===== src/rtl/dqn_pkg.sv =====
// Shared definitions for the DQN target-network sync controller.
// Holds the layer codes, the sync FSM state encoding and the per-layer
// weight count helper (bias words included).
package dqn_pkg;

  localparam int unsigned LAYER_H1  = 1;
  localparam int unsigned LAYER_H2  = 2;
  localparam int unsigned LAYER_OUT = 3;

  typedef enum logic [2:0] {
    S_IDLE,
    S_DRAIN,
    S_COPY,
    S_FLUSH,
    S_DONE
  } sync_state_e;

  // Words per layer including one bias row: (fan_in + 1) * fan_out.
  function automatic int unsigned layer_word_count(
    input int unsigned layer,
    input int unsigned n_in,
    input int unsigned n_h1,
    input int unsigned n_h2,
    input int unsigned n_out
  );
    case (layer)
      LAYER_H1:  return (n_in + 1) * n_h1;
      LAYER_H2:  return (n_h1 + 1) * n_h2;
      LAYER_OUT: return (n_h2 + 1) * n_out;
      default:   return 0;
    endcase
  endfunction

endpackage


===== src/rtl/weight_copy_pipe.sv =====
// Two-stage read-to-write pipeline for the weight copy.
// Stage 0 delays the read strobe/layer to line up with the source read data,
// stage 1 registers the returned word together with its valid and layer.
// Ports:
//   clk, rst     clock, synchronous active-high reset
//   i_rd_en      read strobe issued to the source memory
//   i_rd_layer   layer of the issued read
//   i_rd_data    source data, valid one cycle after i_rd_en
//   o_valid      write strobe to target net (two cycles after i_rd_en)
//   o_layer      write layer
//   o_data       write data
module weight_copy_pipe #(
  parameter int unsigned DATA_WIDTH  = 32,
  parameter int unsigned LAYER_WIDTH = 2
) (
  input  logic                   clk,
  input  logic                   rst,
  input  logic                   i_rd_en,
  input  logic [LAYER_WIDTH-1:0] i_rd_layer,
  input  logic [DATA_WIDTH-1:0]  i_rd_data,
  output logic                   o_valid,
  output logic [LAYER_WIDTH-1:0] o_layer,
  output logic [DATA_WIDTH-1:0]  o_data
);

  logic                   s0_valid;
  logic [LAYER_WIDTH-1:0] s0_layer;

  // Stage 0: strobe/layer wait for the memory's one-cycle read latency.
  always_ff @(posedge clk) begin
    if (rst) begin
      s0_valid <= 1'b0;
      s0_layer <= '0;
    end else begin
      s0_valid <= i_rd_en;
      s0_layer <= i_rd_en ? i_rd_layer : '0;
    end
  end

  // Stage 1: capture the returned word alongside its strobe.
  always_ff @(posedge clk) begin
    if (rst) begin
      o_valid <= 1'b0;
      o_layer <= '0;
      o_data  <= '0;
    end else begin
      o_valid <= s0_valid;
      o_layer <= s0_layer;
      o_data  <= s0_valid ? i_rd_data : '0;
    end
  end

endmodule


===== src/rtl/target_net_sync_ctrl.sv =====
// Target-network sync controller for the DQN trainer.
// Counts training steps and, every UPDATE_PERIOD steps or on a forced
// request, copies all main-net weights (layer 1, 2, 3) into the target net.
// Inference input is held off at sample boundaries so a copy never overlaps
// an in-flight forward pass.
// Optional macro SYNC_STATS_EN adds o_sync_count and o_sync_stall.
// Ports:
//   clk, rst                        clock, synchronous active-high reset
//   i_train_step, i_force_sync      step pulse, immediate sync request
//   i_infer_valid/i_infer_data      inference word in; o_infer_ready accepts
//   o_data_valid/o_data             registered forward to target net
//   i_net_done                      target net result pulse (ends a sample)
//   o_src_rd_en/layer/addr          main-net weight read port
//   i_src_weight                    main-net read data (1-cycle latency)
//   o_weight_valid/layer/o_weight   target net weight write port
//   o_sync_busy, o_sync_done        copy status
module target_net_sync_ctrl
  import dqn_pkg::*;
#(
  parameter int unsigned DATA_WIDTH                    = 32,
  parameter int unsigned LAYER_WIDTH                   = 2,
  parameter int unsigned NUMBER_OF_INPUT_NODE          = 2,
  parameter int unsigned NUMBER_OF_HIDDEN_NODE_LAYER_1 = 32,
  parameter int unsigned NUMBER_OF_HIDDEN_NODE_LAYER_2 = 32,
  parameter int unsigned NUMBER_OF_OUTPUT_NODE         = 3,
  parameter int unsigned ADDR_WIDTH                    = 11,
  parameter int unsigned UPDATE_PERIOD                 = 100
) (
  input  logic                   clk,
  input  logic                   rst,
  input  logic                   i_train_step,
  input  logic                   i_force_sync,
  input  logic                   i_infer_valid,
  input  logic [DATA_WIDTH-1:0]  i_infer_data,
  output logic                   o_infer_ready,
  output logic                   o_data_valid,
  output logic [DATA_WIDTH-1:0]  o_data,
  input  logic                   i_net_done,
  output logic                   o_src_rd_en,
  output logic [LAYER_WIDTH-1:0] o_src_layer,
  output logic [ADDR_WIDTH-1:0]  o_src_addr,
  input  logic [DATA_WIDTH-1:0]  i_src_weight,
  output logic                   o_weight_valid,
  output logic [LAYER_WIDTH-1:0] o_weight_layer,
  output logic [DATA_WIDTH-1:0]  o_weight,
  output logic                   o_sync_busy,
  output logic                   o_sync_done
`ifdef SYNC_STATS_EN
  ,
  output logic [15:0]            o_sync_count,
  output logic                   o_sync_stall
`endif
);

  localparam int unsigned STEP_WIDTH = 16;
  localparam int unsigned WCNT_WIDTH =
    (NUMBER_OF_INPUT_NODE > 1) ? $clog2(NUMBER_OF_INPUT_NODE) : 1;

  sync_state_e state_q, state_d;

  logic [STEP_WIDTH-1:0]  step_cnt_q, step_cnt_d;
  logic                   pending_q, pending_d;
  logic                   inflight_q, inflight_d;
  logic [WCNT_WIDTH-1:0]  wcnt_q, wcnt_d;
  logic                   flush_q, flush_d;
  logic                   rd_en_q, rd_en_d;
  logic [LAYER_WIDTH-1:0] layer_q, layer_d;
  logic [ADDR_WIDTH-1:0]  addr_q, addr_d;
  logic                   ready_q, ready_d;
  logic                   dvalid_q, dvalid_d;
  logic [DATA_WIDTH-1:0]  data_q, data_d;
  logic                   busy_q, busy_d;
  logic                   done_q, done_d;

  logic                   accept;
  logic                   step_wrap;
  logic                   drain_ok;
  logic [ADDR_WIDTH-1:0]  cur_last;
  logic                   layer_end;

  // Request bookkeeping: step counter, pending flag, sample tracking.
  always_comb begin
    accept     = i_infer_valid && ready_q;
    step_wrap  = 1'b0;
    step_cnt_d = step_cnt_q;
    pending_d  = pending_q;
    inflight_d = inflight_q;
    wcnt_d     = wcnt_q;

    if (i_train_step) begin
      if (step_cnt_q == STEP_WIDTH'(UPDATE_PERIOD - 1)) begin
        step_cnt_d = '0;
        step_wrap  = 1'b1;
      end else begin
        step_cnt_d = step_cnt_q + STEP_WIDTH'(1);
      end
    end

    // Clear on DRAIN exit, but a request in the same cycle still wins.
    if (state_q == S_DRAIN && drain_ok) pending_d = 1'b0;
    if (step_wrap || i_force_sync)      pending_d = 1'b1;

    if (i_net_done)            inflight_d = 1'b0;
    if (accept && wcnt_q == '0) inflight_d = 1'b1;

    if (accept) begin
      if (wcnt_q == WCNT_WIDTH'(NUMBER_OF_INPUT_NODE - 1)) wcnt_d = '0;
      else                                                 wcnt_d = wcnt_q + WCNT_WIDTH'(1);
    end
  end

  // Last address of the layer currently being copied.
  always_comb begin
    cur_last = ADDR_WIDTH'(layer_word_count(32'(layer_q),
                                            NUMBER_OF_INPUT_NODE,
                                            NUMBER_OF_HIDDEN_NODE_LAYER_1,
                                            NUMBER_OF_HIDDEN_NODE_LAYER_2,
                                            NUMBER_OF_OUTPUT_NODE) - 1);
    layer_end = (addr_q == cur_last);
    drain_ok  = !inflight_q && (wcnt_q == '0);
  end

  // State register.
  always_ff @(posedge clk) begin
    if (rst) state_q <= S_IDLE;
    else     state_q <= state_d;
  end

  // Next-state logic.
  always_comb begin
    state_d = state_q;
    case (state_q)
      S_IDLE:  if (pending_q) state_d = S_DRAIN;
      S_DRAIN: if (drain_ok)  state_d = S_COPY;
      S_COPY:  if (layer_end && layer_q == LAYER_WIDTH'(LAYER_OUT)) state_d = S_FLUSH;
      S_FLUSH: if (flush_q)   state_d = S_DONE;
      S_DONE:  state_d = S_IDLE;
      default: state_d = S_IDLE;
    endcase
  end

  // Output/datapath next values; all of them land in registers below.
  always_comb begin
    rd_en_d  = (state_d == S_COPY);
    layer_d  = '0;
    addr_d   = '0;
    flush_d  = (state_q == S_FLUSH) ? !flush_q : 1'b0;
    busy_d   = (state_d != S_IDLE);
    done_d   = (state_d == S_DONE);
    dvalid_d = accept;
    data_d   = accept ? i_infer_data : '0;
    ready_d  = !((pending_d && wcnt_d == '0) ||
                 state_d == S_COPY || state_d == S_FLUSH || state_d == S_DONE);

    if (state_d == S_COPY) begin
      if (state_q != S_COPY) begin
        layer_d = LAYER_WIDTH'(LAYER_H1);
        addr_d  = '0;
      end else if (layer_end) begin
        layer_d = layer_q + LAYER_WIDTH'(1);
        addr_d  = '0;
      end else begin
        layer_d = layer_q;
        addr_d  = addr_q + ADDR_WIDTH'(1);
      end
    end
  end

  // Control and output registers.
  always_ff @(posedge clk) begin
    if (rst) begin
      step_cnt_q <= '0;
      pending_q  <= 1'b0;
      inflight_q <= 1'b0;
      wcnt_q     <= '0;
      flush_q    <= 1'b0;
      rd_en_q    <= 1'b0;
      layer_q    <= '0;
      addr_q     <= '0;
      ready_q    <= 1'b1;
      dvalid_q   <= 1'b0;
      data_q     <= '0;
      busy_q     <= 1'b0;
      done_q     <= 1'b0;
    end else begin
      step_cnt_q <= step_cnt_d;
      pending_q  <= pending_d;
      inflight_q <= inflight_d;
      wcnt_q     <= wcnt_d;
      flush_q    <= flush_d;
      rd_en_q    <= rd_en_d;
      layer_q    <= layer_d;
      addr_q     <= addr_d;
      ready_q    <= ready_d;
      dvalid_q   <= dvalid_d;
      data_q     <= data_d;
      busy_q     <= busy_d;
      done_q     <= done_d;
    end
  end

  assign o_infer_ready = ready_q;
  assign o_data_valid  = dvalid_q;
  assign o_data        = data_q;
  assign o_src_rd_en   = rd_en_q;
  assign o_src_layer   = layer_q;
  assign o_src_addr    = addr_q;
  assign o_sync_busy   = busy_q;
  assign o_sync_done   = done_q;

  weight_copy_pipe #(
    .DATA_WIDTH  (DATA_WIDTH),
    .LAYER_WIDTH (LAYER_WIDTH)
  ) u_copy_pipe (
    .clk        (clk),
    .rst        (rst),
    .i_rd_en    (rd_en_q),
    .i_rd_layer (layer_q),
    .i_rd_data  (i_src_weight),
    .o_valid    (o_weight_valid),
    .o_layer    (o_weight_layer),
    .o_data     (o_weight)
  );

`ifdef SYNC_STATS_EN
  logic [15:0] sync_count_q;
  logic        stall_q;

  // Completed-sync counter (saturating) and drain-stall indicator.
  always_ff @(posedge clk) begin
    if (rst) begin
      sync_count_q <= '0;
      stall_q      <= 1'b0;
    end else begin
      if (done_q && sync_count_q != 16'hFFFF) sync_count_q <= sync_count_q + 16'd1;
      stall_q <= (state_d == S_DRAIN) && inflight_d;
    end
  end

  assign o_sync_count = sync_count_q;
  assign o_sync_stall = stall_q;
`endif

endmodule


===== config.mk =====
export PLATFORM = sky130hd
export DESIGN_NAME = target_net_sync_ctrl
export DESIGN_NICKNAME = d
export VERILOG_FILES = /design/src/rtl/dqn_pkg.sv /design/src/rtl/weight_copy_pipe.sv /design/src/rtl/target_net_sync_ctrl.sv
export SDC_FILE = /design/constraint.sdc
export NUM_CORES = 1
export LEC_CHECK = 0
export CAP_MARGIN = 5
export CELL_PAD_IN_SITES_DETAIL_PLACEMENT = 0
export CELL_PAD_IN_SITES_GLOBAL_PLACEMENT = 1
export CORE_MARGIN = 4
export CORE_UTILIZATION = 46
export CTS_CLUSTER_SIZE = 30
export DETAILED_ROUTE_END_ITERATION = 16
export DONT_BUFFER_PORTS = 1
export PLACE_DENSITY = 0.73
export SLEW_MARGIN = 20
export SYNTH_ARGS = -nofsm -noshare
export SYNTH_HDL_FRONTEND = slang
export SYNTH_SLANG_ARGS = --single-unit

===== constraint.sdc =====
create_clock -name clk -period 2.2 [get_ports clk]
set_input_delay 0.22 -clock clk [delete_from_list [all_inputs] [get_ports clk]]
set_output_delay 0.22 -clock clk [all_outputs]
set_load 0.03 [all_outputs]

==> results.md, run 1 <==
* Result of the run: finished clean
* Y dimension of the die at 99.2 µm
* Via count of the first global-routing pass at 2563
* Post-route antenna net violation count at 0
* RSZ-0062 raised after global routing: false
* Most common cell after layout, fill and taps aside: sky130_fd_sc_hd__dfxtp_1
* Deepest clock path buffer count at 2
* Yosys cell types at 44
* Yosys warning count at 0
* Flop-to-flop setup slack at 130 ps
* Count of routing violations after the opening detailed-route iteration at 85
* Total wire length at 8710 µm
* Critical path capture point type: flip-flop
* Number of register bits inferred by synthesis at 111
* Post-cts sizing count at 0
* Number of antenna violations at the first check in global routing at 0
* Drt first pass iters at 4
* Nets at 519
* Highest ir drop seen on vdd at 0.441 mV
* Post-synthesis instance total at 362
* Crit-path cells: inv_1, ha_1, or4_1, mux2_4, nor3_4, buf_12, nor3_1
* Count of endpoints failing hold in the final timing report at 0
* Launch instance of the worst register-to-register path: o_src_layer[0]
* Mapped cell area at 3820 µm²
* Most common flop cell mapped by yosys: sky130_fd_sc_hd__dfxtp_1
* Worst-skew pair later-pin latency at 370 ps
* Die outline width at 99.2 µm
* Net count after synthesis at 439
* Async S/R FF share, synth at 0%
* Wire length of the first global-routing pass at 13100 µm
* Largest net degree at the start of global routing at 34
* Share of post-route cells with drive strength above 1 at 8.95%
* Endpoint required time on the critical path at 2450 ps
* TritonCTS Buffers at 9
* Post-route clock period utilization at 94.1%
* DIE AREA at 9830 µm²
* CTS clock-pin slew for the worst setup and hold paths at 110 ps
* Number of enable flip-flop cells after synthesis at 0
* Residual DRC count at 0
* Depth of the worst register-to-register path at 7
* I/O Pins at 155
* Worst-case headroom to the max-slew limit at 66.6%
* Starting utilization of the core area at 48.5%
* Final hold slack at 28.3 ps
* Power consumption at 3.81 mW
* Setup tns final at 0 ps
* Critical hold path startpoint: i_net_done
* Mean routed wirelength per cell at 15.9 µm
* Kind of critical path: flip-flop to flip-flop
* Buffers added on ports at 0
* Worst path bufs/invs at 2
* Number of antenna repair diodes at 0
* Biggest fanout along the worst timing path at 11
* Hold-critical path depth at 3
* HP Class: primary input to flip-flop
* Number of clock sinks seen by CTS at 111
* Global Route Usage Sum at 16.9%
* Syn avg cell area at 10.6 µm²
* PD cells at 775 nW/µm²
* Number of H-tree levels at 3
* Worst Slack Setup Final at 129 ps
* Root buf cell: sky130_fd_sc_hd__clkbuf_8
* Layout overhead on the synthesized area at 28.6%
* Post-layout minimum cycle time at 2070 ps
* Post-detail-place hpwl at 5730 µm
* Max cap viols at 0
* Sequential share of the synthesized area at 58.1%
* Setup violations, final at 0
* Mean number of vias per cell at 4.98
* Number of standard-cell rows in the floorplan at 32
* Signal arrival time at the worst endpoint at 2320 ps
* Terminating pin of the worst hold path: inflight_q
* Worst slack, placed at 123 ps
* Startpoint Class: flip-flop
* Clock Skews at 15.1 ps
* Destination of the worst register-to-register timing path: o_src_addr[0]
* Finished Core Util at 62.3%
* Static Leakage at 1.94 nW
* Biggest cell delay along the critical path at 550 ps
* Final-report max-slew violation count at 0
* Leading cell types in the layout, fill and taps excluded: 109 x sky130_fd_sc_hd__dfxtp_1, 68 x sky130_fd_sc_hd__and2_1, 66 x sky130_fd_sc_hd__dlygate4sd3_1
* Routed vias at 2735
* Actual transition at the worst max-transition pin at 500 ps
* Cell at the slowest stage of the critical path: sky130_fd_sc_hd__or4_1
* CTS tree: done
* Cell family with the largest share of critical-path delay: simple AND/OR/NAND/NOR gates
* Setup repair bufs after CTS at 0
* Post-cts hold buffer count at 66
* Total gr overflow at 0
* Fmax at 483 MHz
* Area of the core at 7890 µm²
* Final weighted congestion in routability-driven placement at 0.730
==> power by group <==
group	total, mW	internal, mW	switching, mW
combinational	0.246	0.149	0.0978
clock	1.33	0.574	0.761
sequential	2.23	2.08	0.147
total	3.81	2.80	1.01
==> cell usage after synthesis (2+ instances only) <==
master	number	share of area (%)
sky130_fd_sc_hd__nand2_1	14	1.4
sky130_fd_sc_hd__clkbuf_1	9	0.88
sky130_fd_sc_hd__ha_1	7	2.3
sky130_fd_sc_hd__nand4_1	11	1.8
sky130_fd_sc_hd__nor3_1	14	1.8
sky130_fd_sc_hd__xor2_1	11	2.5
sky130_fd_sc_hd__o21ai_0	4	0.52
sky130_fd_sc_hd__o31ai_1	3	0.59
sky130_fd_sc_hd__a31oi_1	2	0.33
sky130_fd_sc_hd__mux2i_1	2	0.52
sky130_fd_sc_hd__or3_1	4	0.65
sky130_fd_sc_hd__and4_1	5	1.1
sky130_fd_sc_hd__dfxtp_1	111	58
sky130_fd_sc_hd__nor4_1	7	1.1
sky130_fd_sc_hd__nor2b_1	5	0.82
sky130_fd_sc_hd__or4_1	2	0.39
sky130_fd_sc_hd__and2_1	68	11
sky130_fd_sc_hd__inv_1	6	0.59
sky130_fd_sc_hd__xnor2_1	12	2.7
sky130_fd_sc_hd__a21oi_1	8	1.0
sky130_fd_sc_hd__nand2b_1	5	0.82
sky130_fd_sc_hd__buf_2	3	0.39
sky130_fd_sc_hd__nand3_1	8	1.0
sky130_fd_sc_hd__nor2_1	19	1.9
sky130_fd_sc_hd__nor3b_1	2	0.39
sky130_fd_sc_hd__and3_1	2	0.33
==> final cells by class <==
class,count,area (µm²)
timing repair buffer,83,801
tap,102,128
clock buffer,9,124
sequential,111,2220
clock inverter,7,105
inverter,6,22.5
fill,633,2970
multi-input combinational,231,1510
==> worst max path at each step <==
stage,startpoint,endpoint,slack (ps),cells past startpoint
floorplan,o_src_layer[0],o_src_addr[0],70,7
global route,o_src_layer[0],o_src_addr[0],60,7
detailed placement,o_src_layer[0],o_src_addr[0],120,7
finish,o_src_layer[0],o_src_addr[0],130,7
CTS,o_src_layer[0],o_src_addr[0],120,7
global placement,o_src_layer[0],o_src_addr[0],180,7
==> worst min-delay path, stage by stage <==
cell	delay [ps]
sky130_fd_sc_hd__inv_1	30
sky130_fd_sc_hd__a21oi_1	50
sky130_fd_sc_hd__nor2_1	70
==> per-stage QoR <==
stage / instances / cell area, µm²
final: 549 / 4920
after global routing: 549 / 4920
after CTS: 549 / 4920
after detailed placement: 467 / 4030
after global placement: 467 / 4030
after floorplan: 362 / 3830
==> registers in the layout (all words and copies together) (netlist names) <==
name / cells
flush_q: 1
o_src_addr: 11
step_cnt_q: 16
u_copy_pipe.o_valid: 1
pending_q: 1
u_copy_pipe.s0_valid: 1
o_src_rd_en: 1
o_infer_ready: 1
u_copy_pipe.o_layer: 2
state_q: 3
u_copy_pipe.o_data: 32
o_sync_busy: 1
o_src_layer: 2
o_data: 32
o_data_valid: 1
wcnt_q: 1
u_copy_pipe.s0_layer: 2
o_sync_done: 1
inflight_q: 1
==> per-layer routing <==
| metal | routed length [µm] | track usage [%] |
|---|---|---|
| met1 | 3640 | 18.9 |
| met2 | 4340 | 30.3 |
| met3 | 573 | 4.49 |
| met4 | 150 | 7.25 |
| met5 | 0 | 0 |
==> logic make-up (layout without fill, tap and decap cells) <==
group / after synthesis / after routing / share of synthesized area (%)
compound gates: 25 / 25 / 4.39
simple gates: 173 / 173 / 26.7
buf+inv: 20 / 105 / 2.36
fa+ha+maj: 7 / 7 / 2.29
mux: 3 / 3 / 0.916
xor+xnor: 23 / 23 / 5.27
flops: 111 / 111 / 58.1
(Power assumes the default switching activity.)
==> inputs of run 2 (changes only) <==
- CELL_PAD_IN_SITES_DETAIL_PLACEMENT: 0 -> 1
==> run 2 against run 1 <==
  * Total power is 2.6% lower
  * Maximum frequency is 0.81% lower
  * Via count is 4.5% higher
  * Clock-buffer cell count did not move
  * Die area unchanged
  * Largest power group unchanged
==> results.md, run 2 (synthesis gave the netlist of run 1 again) <==
* Mean number of vias per cell at 5.22 (+4.7%)
* Startpoint Class: flip-flop
* Crit-path cells: inv_1, ha_1, or4_1, mux2_4, nor3_4, buf_12, nor3_1
* Setup tns final at 0 ps (unchanged)
* Residual DRC count at 0 (unchanged)
* Result of the run: finished clean
* Most common cell after layout, fill and taps aside: sky130_fd_sc_hd__dfxtp_1
* CTS tree: done
* I/O Pins at 155 (unchanged)
* Root buf cell: sky130_fd_sc_hd__clkbuf_8
* Final-report max-slew violation count at 0 (unchanged)
* RSZ-0062 raised after global routing: false
* Setup repair bufs after CTS at 0 (unchanged)
* Switching part of the total power at 27.8% (+1.4 points)
* Number of antenna violations at the first check in global routing at 1 (+1)
* HP Class: primary input to flip-flop
* Count of endpoints failing hold in the final timing report at 0 (unchanged)
* Layout overhead on the synthesized area at 27.2%
* Number of H-tree levels at 3 (unchanged)
* Instance area after placement at 4030 µm² (unchanged)
* Die outline width at 99.2 µm (unchanged)
* Critical path capture point type: flip-flop
* Largest registers: o_data: 32 flops, u_copy_pipe.o_data: 32 flops, step_cnt_q: 16 flops
* Via count of the first global-routing pass at 3027 (+18%)
* Switching power at 1.03 mW (+2.6%)
* Post-route antenna net violation count at 0 (unchanged)
* Clock Skews at 14.9 ps (-0.182 ps)
* PD cells at 763 nW/µm² (-1.6%)
* Post-cts sizing count at 0 (unchanged)
* Fmax at 479 MHz (-0.81%)
* Power consumption at 3.71 mW (-2.6%)
* Actual transition at the worst max-transition pin at 573 ps (+72.7 ps)
* Worst slack, placed at 123 ps (-0.863 ps)
* Share of post-route cells with drive strength above 1 at 8.99% (+0.040 points)
* Clock network fraction of total power at 32.5% (-2.6 points)
* Worst Slack Setup Final at 113 ps (-16.8 ps)
* Final weighted congestion in routability-driven placement at 0.730 (unchanged)
* Max cap viols at 0 (unchanged)
* Count of routing violations after the opening detailed-route iteration at 58 (-32%)
* Final hold slack at 19.5 ps (-8.77 ps)
* Post-route clock period utilization at 94.9% (+0.76 points)
* Wire length of the first global-routing pass at 17600 µm (+34%)
* Biggest fanout along the worst timing path at 11 (unchanged)
* Number of clock sinks seen by CTS at 111 (unchanged)
* Leading cell types in the layout, fill and taps excluded: 109 x sky130_fd_sc_hd__dfxtp_1, 68 x sky130_fd_sc_hd__and2_1, 64 x sky130_fd_sc_hd__dlygate4sd3_1
* Logic pwr share at 7.2% (+0.7 points)
* Routed vias at 2859 (+4.5%)
* Total wire length at 11400 µm (+31%)
* Area of the core at 7890 µm² (unchanged)
* Fraction of power consumed by sequential logic at 60.3% (+1.8 points)
* Nets at 517 (-0.39%)
* Global Route Usage Sum at 22.8% (+5.8 points)
* Post-layout minimum cycle time at 2090 ps (+16.8 ps)
* Biggest cell delay along the critical path at 550 ps (about the same)
* Post-detail-place hpwl at 6770 µm (+18%)
* Worst-case headroom to the max-slew limit at 61.5% (-5.1 points)
* Post-route cell area at 4860 µm² (-1.1%)
* Post-cts hold buffer count at 64 (-3.0%)
* Kind of critical path: flip-flop to flip-flop
* Mean routed wirelength per cell at 20.8 µm (+31%)
* Internal power at 2.68 mW (-4.5%)
* Total gr overflow at 0 (unchanged)
* Signal arrival time at the worst endpoint at 2330 ps (about the same)
* Cell at the slowest stage of the critical path: sky130_fd_sc_hd__or4_1
* Deepest clock path buffer count at 2 (unchanged)
* Worst-skew pair later-pin latency at 380 ps (about the same)
* Highest ir drop seen on vdd at 0.437 mV (-0.81%)
* Setup violations, final at 0 (unchanged)
* Y dimension of the die at 99.2 µm (unchanged)
* Static Leakage at 1.92 nW (-1.2%)
* Number of standard-cell rows in the floorplan at 32 (unchanged)
* Starting utilization of the core area at 48.5% (unchanged)
* Drt first pass iters at 4 (unchanged)
* Largest net degree at the start of global routing at 34 (unchanged)
* DIE AREA at 9830 µm² (unchanged)
* Endpoint required time on the critical path at 2440 ps (about the same)
* CTS clock-pin slew for the worst setup and hold paths at 110 ps (about the same)
* Buffers added on ports at 0 (unchanged)
* TritonCTS Buffers at 9 (unchanged)
## run 2: cell types whose count changed in the layout (fill, tap and decap cells not counted), sizes merged
cell | previous run | this run
diode | 0 | 1
dlygate4sd3 | 66 | 64
bufinv | 1 | 0
inv | 10 | 11
## run 2: worst max-delay path: cells and delay by family, from the launching register on
kind          cells  cell delay (ps)
flops             1              350
buf+inv           2              240
simple gates      3              870
fa+ha+maj         1              210
mux               1              310
## run 2: final cells by class
type	count	area (µm²)
fillers	836	3020
inverters	6	22.5
clock inverters	7	70.1
diodes	1	2.50
clock buffers	9	124
multi-input cells	231	1510
well taps	102	128
flip-flops and latches	111	2220
repair buffers	81	781
## run 2: through the flow
stage	util (%)	cells
2_1_floorplan	-	362
3_3_place_gp	51.0	467
3_5_place_dp	51.0	467
4_1_cts	61.6	547
5_1_grt	61.7	548
6_report	61.7	548
## run 2: final timing paths
kind                           start                     end  slack (ps)  cells past startpoint
max                   o_src_layer[0]           o_src_addr[0]         110                      7
min                     i_train_step           step_cnt_q[0]          20                      2
max reg2reg           o_src_layer[0]           o_src_addr[0]         110                      7
min reg2reg  u_copy_pipe.s0_layer[0]  u_copy_pipe.o_layer[0]         460                      1
## run 2: layer usage
layer / vias to the layer above / global-route usage, % / wire, µm
li1: 1372 / - / -
met2: 103 / 42.6 / 6010
met3: 12 / 5.40 / 737
met5: - / 0 / 0
met4: 0 / 6.51 / 160
met1: 1372 / 25.5 / 4490
## run 2: power by group through the flow
stage	sequential, mW	clock (mW)	combinational [mW]
floorplan	2.26	0	0.130
global placement	2.27	0	0.148
detailed placement	2.28	0	0.156
CTS	2.23	1.22	0.253
global route	2.24	1.32	0.292
finish	2.24	1.21	0.268
